==> src/rtl/stream_match_sched.sv <==
// stream_match_sched: a single serial pattern-match engine shared by
// NUM_REQ requesters. Requests are granted round-robin. The granted
// frame's bits are compared against a runtime-programmed pattern of
// 1..PAT_W bits, and overlapping matches are counted with saturation.
// One result per frame is returned on a valid/ready interface.
//
// Optional build macro STREAM_MATCH_NONOVERLAP_EN: when defined, the
// history and fill counter are cleared after each match, so two matches
// never share bits. When undefined, overlapping matches are counted.
//
// Handshakes: a bit transfers on a rising edge where in_valid and
// in_ready are both high. A result transfers on a rising edge where
// res_valid and res_ready are both high. While res_valid is high,
// res_id and res_count hold steady until that edge.
//
// PAT_W must be at least 2 because the history shift keeps PAT_W-1 old bits.
module stream_match_sched #(
    parameter int NUM_REQ = 4,
    parameter int PAT_W   = 8,
    parameter int LEN_W   = 8,
    parameter int CNT_W   = 8,
    localparam int ID_W   = $clog2(NUM_REQ),
    localparam int PLEN_W = $clog2(PAT_W + 1)
) (
    input  logic                     clk,
    input  logic                     rst,
    input  logic                     cfg_we,
    input  logic [PAT_W-1:0]         cfg_pattern,
    input  logic [PLEN_W-1:0]        cfg_plen,
    input  logic [NUM_REQ-1:0]       req,
    input  logic [NUM_REQ*LEN_W-1:0] req_len,
    output logic [NUM_REQ-1:0]       gnt,
    input  logic                     in_valid,
    input  logic                     in_bit,
    output logic                     in_ready,
    output logic                     found,
    output logic                     res_valid,
    input  logic                     res_ready,
    output logic [ID_W-1:0]          res_id,
    output logic [CNT_W-1:0]         res_count,
    output logic [1:0]               dbg_state
);

    typedef enum logic [1:0] {
        ST_IDLE   = 2'd0,
        ST_STREAM = 2'd1,
        ST_REPORT = 2'd2
    } state_t;

    state_t              r_state;
    logic [ID_W-1:0]     r_ptr;
    logic [ID_W-1:0]     r_id;
    logic [PAT_W-1:0]    r_pattern;
    logic [PLEN_W-1:0]   r_plen;
    logic [PAT_W-1:0]    r_hist;
    logic [PLEN_W-1:0]   r_fill;
    logic [LEN_W-1:0]    r_rem;
    logic [CNT_W-1:0]    r_count;
    logic [NUM_REQ-1:0]  r_gnt;
    logic                r_in_ready;
    logic                r_found;
    logic                r_res_valid;

    logic                w_pick_any;
    logic [ID_W-1:0]     w_pick_idx;
    logic [LEN_W-1:0]    w_pick_len;
    logic [PLEN_W-1:0]   w_cfg_plen;
    logic [PAT_W-1:0]    w_hist_new;
    logic [PLEN_W-1:0]   w_fill_new;
    logic [PAT_W-1:0]    w_mask;
    logic                w_match;
    logic                w_accept;
    logic [CNT_W-1:0]    w_count_inc;

    // Round-robin pick: first set req bit at or above the pointer, wrapping.
    // Scanning from the far end lets the nearest candidate win last.
    always_comb begin
        w_pick_any = 1'b0;
        w_pick_idx = '0;
        for (int k = NUM_REQ - 1; k >= 0; k--) begin
            if (req[(int'(r_ptr) + k) % NUM_REQ]) begin
                w_pick_any = 1'b1;
                w_pick_idx = ID_W'((int'(r_ptr) + k) % NUM_REQ);
            end
        end
    end

    assign w_pick_len = req_len[int'(w_pick_idx)*LEN_W +: LEN_W];

    // Lengths beyond the history depth behave as a full-width pattern.
    assign w_cfg_plen = (cfg_plen > PLEN_W'(PAT_W)) ? PLEN_W'(PAT_W) : cfg_plen;

    // Candidate history and fill level as if the current bit were accepted.
    assign w_hist_new = {r_hist[PAT_W-2:0], in_bit};
    assign w_fill_new = (r_fill == PLEN_W'(PAT_W)) ? r_fill : r_fill + PLEN_W'(1);

    // Compare mask selects the low plen bits of history and pattern.
    always_comb begin
        w_mask = '0;
        for (int i = 0; i < PAT_W; i++) begin
            w_mask[i] = (i < int'(r_plen));
        end
    end

    assign w_match = (r_plen != '0) &&
                     (w_fill_new >= r_plen) &&
                     (((w_hist_new ^ r_pattern) & w_mask) == '0);

    assign w_accept    = (r_state == ST_STREAM) && in_valid && r_in_ready;
    assign w_count_inc = (r_count == '1) ? r_count : r_count + CNT_W'(1);

    // Scheduler / engine FSM with all outputs registered.
    always_ff @(posedge clk) begin
        if (rst) begin
            r_state     <= ST_IDLE;
            r_ptr       <= '0;
            r_id        <= '0;
            r_pattern   <= '0;
            r_plen      <= '0;
            r_hist      <= '0;
            r_fill      <= '0;
            r_rem       <= '0;
            r_count     <= '0;
            r_gnt       <= '0;
            r_in_ready  <= 1'b0;
            r_found     <= 1'b0;
            r_res_valid <= 1'b0;
        end else begin
            r_found <= 1'b0;
            case (r_state)
                ST_IDLE: begin
                    if (cfg_we) begin
                        r_pattern <= cfg_pattern;
                        r_plen    <= w_cfg_plen;
                    end
                    if (w_pick_any) begin
                        r_id    <= w_pick_idx;
                        r_rem   <= w_pick_len;
                        r_hist  <= '0;
                        r_fill  <= '0;
                        r_count <= '0;
                        r_gnt   <= NUM_REQ'(1) << w_pick_idx;
                        if (w_pick_len == '0) begin
                            r_state     <= ST_REPORT;
                            r_res_valid <= 1'b1;
                        end else begin
                            r_state    <= ST_STREAM;
                            r_in_ready <= 1'b1;
                        end
                    end
                end

                ST_STREAM: begin
                    if (w_accept) begin
                        r_rem  <= r_rem - LEN_W'(1);
                        r_hist <= w_hist_new;
                        r_fill <= w_fill_new;
                        if (w_match) begin
                            r_found <= 1'b1;
                            r_count <= w_count_inc;
`ifdef STREAM_MATCH_NONOVERLAP_EN
                            r_hist  <= '0;
                            r_fill  <= '0;
`endif
                        end
                        if (r_rem == LEN_W'(1)) begin
                            r_state     <= ST_REPORT;
                            r_in_ready  <= 1'b0;
                            r_res_valid <= 1'b1;
                        end
                    end
                end

                ST_REPORT: begin
                    if (res_ready) begin
                        r_state     <= ST_IDLE;
                        r_gnt       <= '0;
                        r_res_valid <= 1'b0;
                        r_ptr       <= (r_id == ID_W'(NUM_REQ - 1)) ? '0 : r_id + ID_W'(1);
                    end
                end

                default: begin
                    r_state     <= ST_IDLE;
                    r_gnt       <= '0;
                    r_in_ready  <= 1'b0;
                    r_res_valid <= 1'b0;
                end
            endcase
        end
    end

    assign gnt       = r_gnt;
    assign in_ready  = r_in_ready;
    assign found     = r_found;
    assign res_valid = r_res_valid;
    assign res_id    = r_id;
    assign res_count = r_count;
    assign dbg_state = r_state;

endmodule

==> config.mk <==
export PLATFORM = sky130hd
export DESIGN_NAME = stream_match_sched
export DESIGN_NICKNAME = d
export VERILOG_FILES = /design/src/rtl/stream_match_sched.sv
export SDC_FILE = /design/constraint.sdc
export NUM_CORES = 1
export LEC_CHECK = 0
export ABC_AREA = 1
export BUFFER_PORTS_ARGS = -buffer_cell sky130_fd_sc_hd__buf_2
export CAP_MARGIN = 25
export CELL_PAD_IN_SITES_DETAIL_PLACEMENT = 1
export CELL_PAD_IN_SITES_GLOBAL_PLACEMENT = 2
export CORE_MARGIN = 5
export CORE_UTILIZATION = 31
export CTS_CLUSTER_SIZE = 14
export DETAILED_ROUTE_END_ITERATION = 12
export PLACE_DENSITY = 0.93
export SYNTH_ARGS = -nofsm -noshare
export SYNTH_HDL_FRONTEND = slang
export SYNTH_SLANG_ARGS = --single-unit
==> constraint.sdc <==
create_clock -name clk -period 4.9 [get_ports clk]
set_input_delay 0.245 -clock clk [delete_from_list [all_inputs] [get_ports clk]]
set_output_delay 0.245 -clock clk [all_outputs]
set_load 0.05 [all_outputs]
### After elaboration in Yosys (flattened, before gate mapping)

Index checks and enable logic that the tools add are counted.
Widths: inputs -> output; s select.

* add/subtract/negate cells: 7
* $mul: 0
* divide/modulo/power cells: 0
* $lt $le $gt $ge: 14
* eq/ne operators: 14
* shifts and indexed selects: 2
* mux-type cells: 56
* bitwise operators: 8
* reduce and logical (&&, ||, !) cells: 22

Operators with widths (count)
* $mux 8: 6
* $pmux 8 s2: 2
* $shiftx 32x6->8: 1
* $mux 4: 6
* $mux 1: 21
* $mux 2: 10
* $logic_not 8->1: 2
* $lt 3x4->1 const A: 4
* $reduce_and 5->1: 3
* $ne 2x2->1 const B: 7
* $pmux 7 s2: 1
* $lt 3x4->1 const B: 3
* $pmux 4 s3: 1
* $add 8x1->8 const B: 1
* $and 8x8->8: 1
* $bmux 1 s2: 4
* $eq 8x1->1 const B: 1
* $eq 8x8->1 const B: 1
* $lt 1x4->1 const A: 2
* $lt 2x4->1 const A: 2
* $pmux 4 s2: 1
* $sub 8x1->8 const B: 1
* $xor 8x8->8: 1
* $mux 7: 1
* 24 further kinds: 40

* register bits after elaboration: 52
* latch bits: 0
* memory bits (writable): 0
* memory bits (read-only): 0
* bits of input ports: 54
* output and inout port bits: 19
* logic and storage cells: 136
* memories: 0

### Depth between registers and ports, before layout

* word-level depth: 15
* mapped depth: 21
* gate-level depth less buffers: 20

### Worst setup path after synthesis

No wires, ideal clock.

* path type: register -> register
* from: register r_fill[0]
* to: register r_count[0], in the netlist res_count[0]
* library setup time: 0.116 ns
* arrival time: 2.223 ns
* required time: 4.784 ns
* slack: 2.561 ns
* cell stages (with the launch flop): 16
* path buffers: 0
* period minus slack after synthesis: 2.339 ns
* cells stage by stage: dfxtp_1 > inv_1 > ha_1 > nand2_1 > nor2_1 > xor2_1 > ha_1 > inv_1 > a21oi_1 > o21a_1 > o21a_1 > o211ai_1 > nand2_1 > nand3_1 > inv_1 > o211a_1

* cells in the longest elaborated chain, start to end: 7
* elaborated cells on any way between the ends: 8
* classes of those cells: add/sub (1); order compare (1); eq/ne (2); mux (1); reduce/logical (3)

RTL lines
* from (decl): line 56 `logic [PLEN_W-1:0] r_fill;`
* from (signal assigned): line 157 `r_fill <= w_fill_new;`
* $add 4x1->4 / $eq 4x4->1 (equally long branches): line 95 `assign w_fill_new = (r_fill == PLEN_W'(PAT_W)) ? r_fill : r_fill + PLEN_W'(1);`
* $mux 4 *: line 95
* $ge 4x4->1 *: line 106 `(w_fill_new >= r_plen) &&`
* $logic_and 1x1->1 *: line 105 `assign w_match = (r_plen != '0) &&`
* $logic_and 1x1->1 *: line 106
* $ne 2x2->1 (no source line) *
* $reduce_and 5->1 (no source line) *
* to (signal assigned): line 160 `r_count <= w_count_inc;`
* to (decl): line 58 `logic [CNT_W-1:0] r_count;`

Every way passes the cells marked *; elsewhere a longest branch is shown, timed or not.
A chain may end at the register's enable or synchronous reset.

### Final worst setup path

* from: register r_ptr[0]
* to: register r_count[3], in the netlist res_count[3]

* cells in the longest elaborated chain, start to end: 10
* elaborated cells on any way between the ends: 20
* classes of those cells: add/sub (3); eq/ne (1); mux (15); reduce/logical (1)

RTL lines
* from (decl): line 51 `logic [ID_W-1:0] r_ptr;`
* from (signal assigned): line 179 `r_ptr <= (r_id == ID_W'(NUM_REQ - 1)) ? '0 : r_id + ID_W'(1);`
* $add 2x2->2: line 81 `if (req[(int'(r_ptr) + k) % NUM_REQ]) begin`
* $bmux 1 s2: line 81
* $mux 1 (implied by the code) (2 in series): line 81
* $mux 1 (3 in series): line 81
* $mux 1 *: line 81
* $ne 2x2->1 (no source line) *
* $reduce_and 5->1 (no source line) *

Every way passes the cells marked *; elsewhere a longest branch is shown, timed or not. The select of a mux whose other input is x is not followed.

==> results.toml <==
[logic_synthesis]
yosysMostFrequentCell = "nand2_1"
netlist.top_cell.by_area = "dfxtp_1"
yosysUniqueCellTypes = 34
synth_ff_type = "dfxtp_1"
synth_top_area_share_pct = 33.3
yosys-top-cells-count = "nand2_1 (99), nor2_1 (59), dfxtp_1 (52)"
syn_avg_cell_area_um2 = 6.72
ys_warn_count = 0
netlist_instances = 466
syn-num-nets = 530
yosys-top-cells-area = "dfxtp_1 (33%), nand2_1 (12%), nor2_1 (7.1%)"
yosys_register_bits = 52
synth-edff-count = 0
asyncSetResetFlopFracSynth_pct = 0
netlist_area_um2 = 3130
yosysSeqAreaShare_pct = 33.3

[timing]
max_slew_margin_pct = 45.5
rsz0062_at_grt = "false"
fin_crit_sh_pct = 59.0
setup_viol = 0
finalWorstSetupSlack_ns = 2.01
worst_slew_pin_slew_ns = 0.817
drv_slew = 0
tns_ns = 0
final_hold_viol_count = 0
fin_skew_ns = 0.0119
layout_min_cycle_time_ns = 2.89
fmax_ghz = 0.346

[pwr]
peakVddDrop_mv = 0.207
cellLeakagePower_nw = 1.76
cellPowerDensity_nw_per_um2 = 621
p_total_w = 0.00228

[worst_setup_path]
r2r-end = "res_count[3]"
critPathMaxFanout = 24
crit_arrival_ns = 3.11
critical_path_class = "register to register"
r2r_start = "r_ptr[0]"
r2r_cells = 14
start_kind = "register"
rrSetupSlack_ns = 2.01
worstPathRequired_ns = 5.12
crit_path_end_kind = "register"

[global_route]
gr-total-overflow = 0
grt_max_degree = 30
grt_util_met2_pct = 27.2
grtUsageTotal_pct = 15.3
use_met1_pct = 19.2
grt-busiest-layer = "met2"
antenna_found_initial = 0
gr-usage-met3_pct = 2.84
grt_pass1_wl_mm = 16.0
grt_pass1_vias = 3293

[die]
die_h_um = 110
io_pins = 73
start_util_pct = 31.9
die_x_um = 110
num_rows = 36
die_area_um2 = 12200
coreArea_um2 = 9820

[outcome]
status = "completed"

[detailed_routing]
detail_route.wl_per_cell_um = 14.0
via_per_inst = 4.89
dr.first_iter.drc_count = 179
drt-pass1-iter-count = 4
drc_errors = 0
wirelength_mm = 9.24
drtAntennaViolNets = 0
vias = 3234

[clocking]
cts-resized-gates = 0
cts_tree = "yes"
cts_buffers = 5
cts.htree.levels = 2
hold_buffers = 0
cts_sinks = 52
post_cts_buffers = 0
insertion_delay_ns = 0.31
root_buffer = "clkbuf_8"
cts_buffer_depth = 2
cts.clk_slew.worst_paths_ns = 0.11

[layout]
nFillCells = 1350
drive_gt1_share_pct = 20.4
fin_area_um2 = 3670
fin_nets = 592
utilization_pct = 37.4
n_antenna_cell = 0
synthToLayoutAreaGrowth_pct = 17.4

[place]
numPortBuffers = 72
dpl-instance-area_um2 = 3560
dp_slack_ns = 2.03
dp_hpwl_mm = 7.24
gp_congestion = 0.793

[worst_hold_path]
worst_hold_path.num_cells = 3
hold_end = "r_plen[2]"
hold_class = "input port to register"
hp-start = "cfg_plen[2]"

[run]
maxCapViolCount = 0
## final cells by class
| type | instances | area (um2) | share of cell area [%] |
|---|---|---|---|
| multi-input cells | 355 | 1830 | 49.8 |
| clock buffers | 5 | 68.8 | 1.87 |
| flip-flops and latches | 52 | 1040 | 28.3 |
| clock inverters | 3 | 42.5 | 1.16 |
| repair buffers | 73 | 368 | 10.0 |
| well taps | 133 | 166 | 4.53 |
| inverters | 41 | 156 | 4.26 |
## cell usage in the layout, fill, tap and decap left out
| cell | netlist | layout |
|---|---|---|
| a211oi_1 | 3 | 3 |
| a21boi_0 | 1 | 1 |
| a21oi_1 | 37 | 37 |
| a21oi_2 | 1 | 1 |
| a221oi_1 | 1 | 1 |
| a22oi_1 | 1 | 1 |
| a31oi_1 | 2 | 2 |
| buf_2 | 3 | 72 |
| buf_4 | 0 | 1 |
| bufinv_16 | 0 | 1 |
| clkbuf_8 | 0 | 5 |
| clkinv_2 | 0 | 1 |
| clkinvlp_4 | 0 | 1 |
| dfxtp_1 | 52 | 52 |
| ha_1 | 10 | 10 |
| inv_1 | 35 | 35 |
| inv_2 | 5 | 5 |
| inv_4 | 1 | 1 |
| nand2_1 | 99 | 99 |
| nand2_2 | 7 | 7 |
| nand2_4 | 2 | 2 |
| nand3_1 | 35 | 35 |
| nand3_2 | 2 | 2 |
| nand3b_1 | 1 | 1 |
| nand4_1 | 11 | 11 |
| nor2_1 | 59 | 59 |
| nor2_2 | 7 | 7 |
| nor2_4 | 1 | 1 |
| nor3_1 | 6 | 6 |
| nor3b_2 | 1 | 1 |
| o211a_1 | 2 | 2 |
| o211ai_1 | 1 | 1 |
| o21a_1 | 3 | 3 |
| o21ai_0 | 43 | 43 |
| o21ai_1 | 2 | 2 |
| xnor2_1 | 9 | 9 |
| xor2_1 | 8 | 8 |
## per-layer routing
metal	share of wire (%)	routed length [um]
met5	0	0
met1	47	4340
met4	1.1	101
met3	3.5	321
met2	49	4480
## registers in the layout (all words and copies together) (netlist names)
| name | cells |
|---|---|
| res_valid | 1 |
| dbg_state | 2 |
| r_rem | 8 |
| r_pattern | 8 |
| res_count | 8 |
| res_id | 2 |
| r_ptr | 2 |
| in_ready | 1 |
| r_plen | 4 |
| r_fill | 4 |
| r_hist | 7 |
| gnt | 4 |
| found | 1 |
## critical path: stages, from the launching register on
cell	delay, ns
dfxtp_1	0.46
inv_2	0.15
nand2_2	0.11
nand3_2	0.10
nand2_1	0.10
inv_1	0.06
nand3_1	0.10
inv_2	0.06
nor2_4	0.15
inv_2	0.05
nand2_1	0.53
nand3_1	0.31
nor2_1	0.33
a21boi_0	0.17
o21a_1	0.13
## metrics by stage
step | instances | hold WS (ns)
2_1_floorplan | 466 | 0.386
3_3_place_gp | 654 | 0.450
3_5_place_dp | 654 | 0.457
4_1_cts | 662 | 0.161
5_1_grt | 662 | 0.175
6_report | 662 | 0.170
## cells by family (layout without fill, tap and decap cells)
| kind of cell | after synthesis | after routing | share of synthesized area, % |
|---|---|---|---|
| simple gates | 231 | 231 | 32.9 |
| compound gates | 97 | 97 | 16.9 |
| buf+inv | 59 | 122 | 8.24 |
| flops | 52 | 52 | 33.3 |
| xor+xnor | 17 | 17 | 4.76 |
| fa+ha+maj | 10 | 10 | 4.00 |
## power by group
part | total, W | leakage (nW) | switching [W] | internal [W]
Combinational | 0.00131 | 1.27 | 0.000887 | 0.000422
Clock | 0.000304 | 0.0541 | 0.000152 | 0.000151
Sequential | 0.000668 | 0.427 | 0.000114 | 0.000554
## worst max path at each step
| stage | from | end | slack [ns] | cells after the start |
|---|---|---|---|---|
| after floorplan | r_fill[0] | res_count[0] | 2.56 | 15 |
| after global placement | r_ptr[0] | res_count[4] | 2.24 | 15 |
| after detailed placement | r_ptr[0] | res_count[4] | 2.03 | 15 |
| after CTS | r_ptr[0] | res_count[3] | 1.99 | 14 |
| after global routing | r_fill[0] | res_count[2] | 1.70 | 17 |
| final | r_ptr[0] | res_count[3] | 2.01 | 14 |
Note: power is estimated with default switching activity, not from simulation.
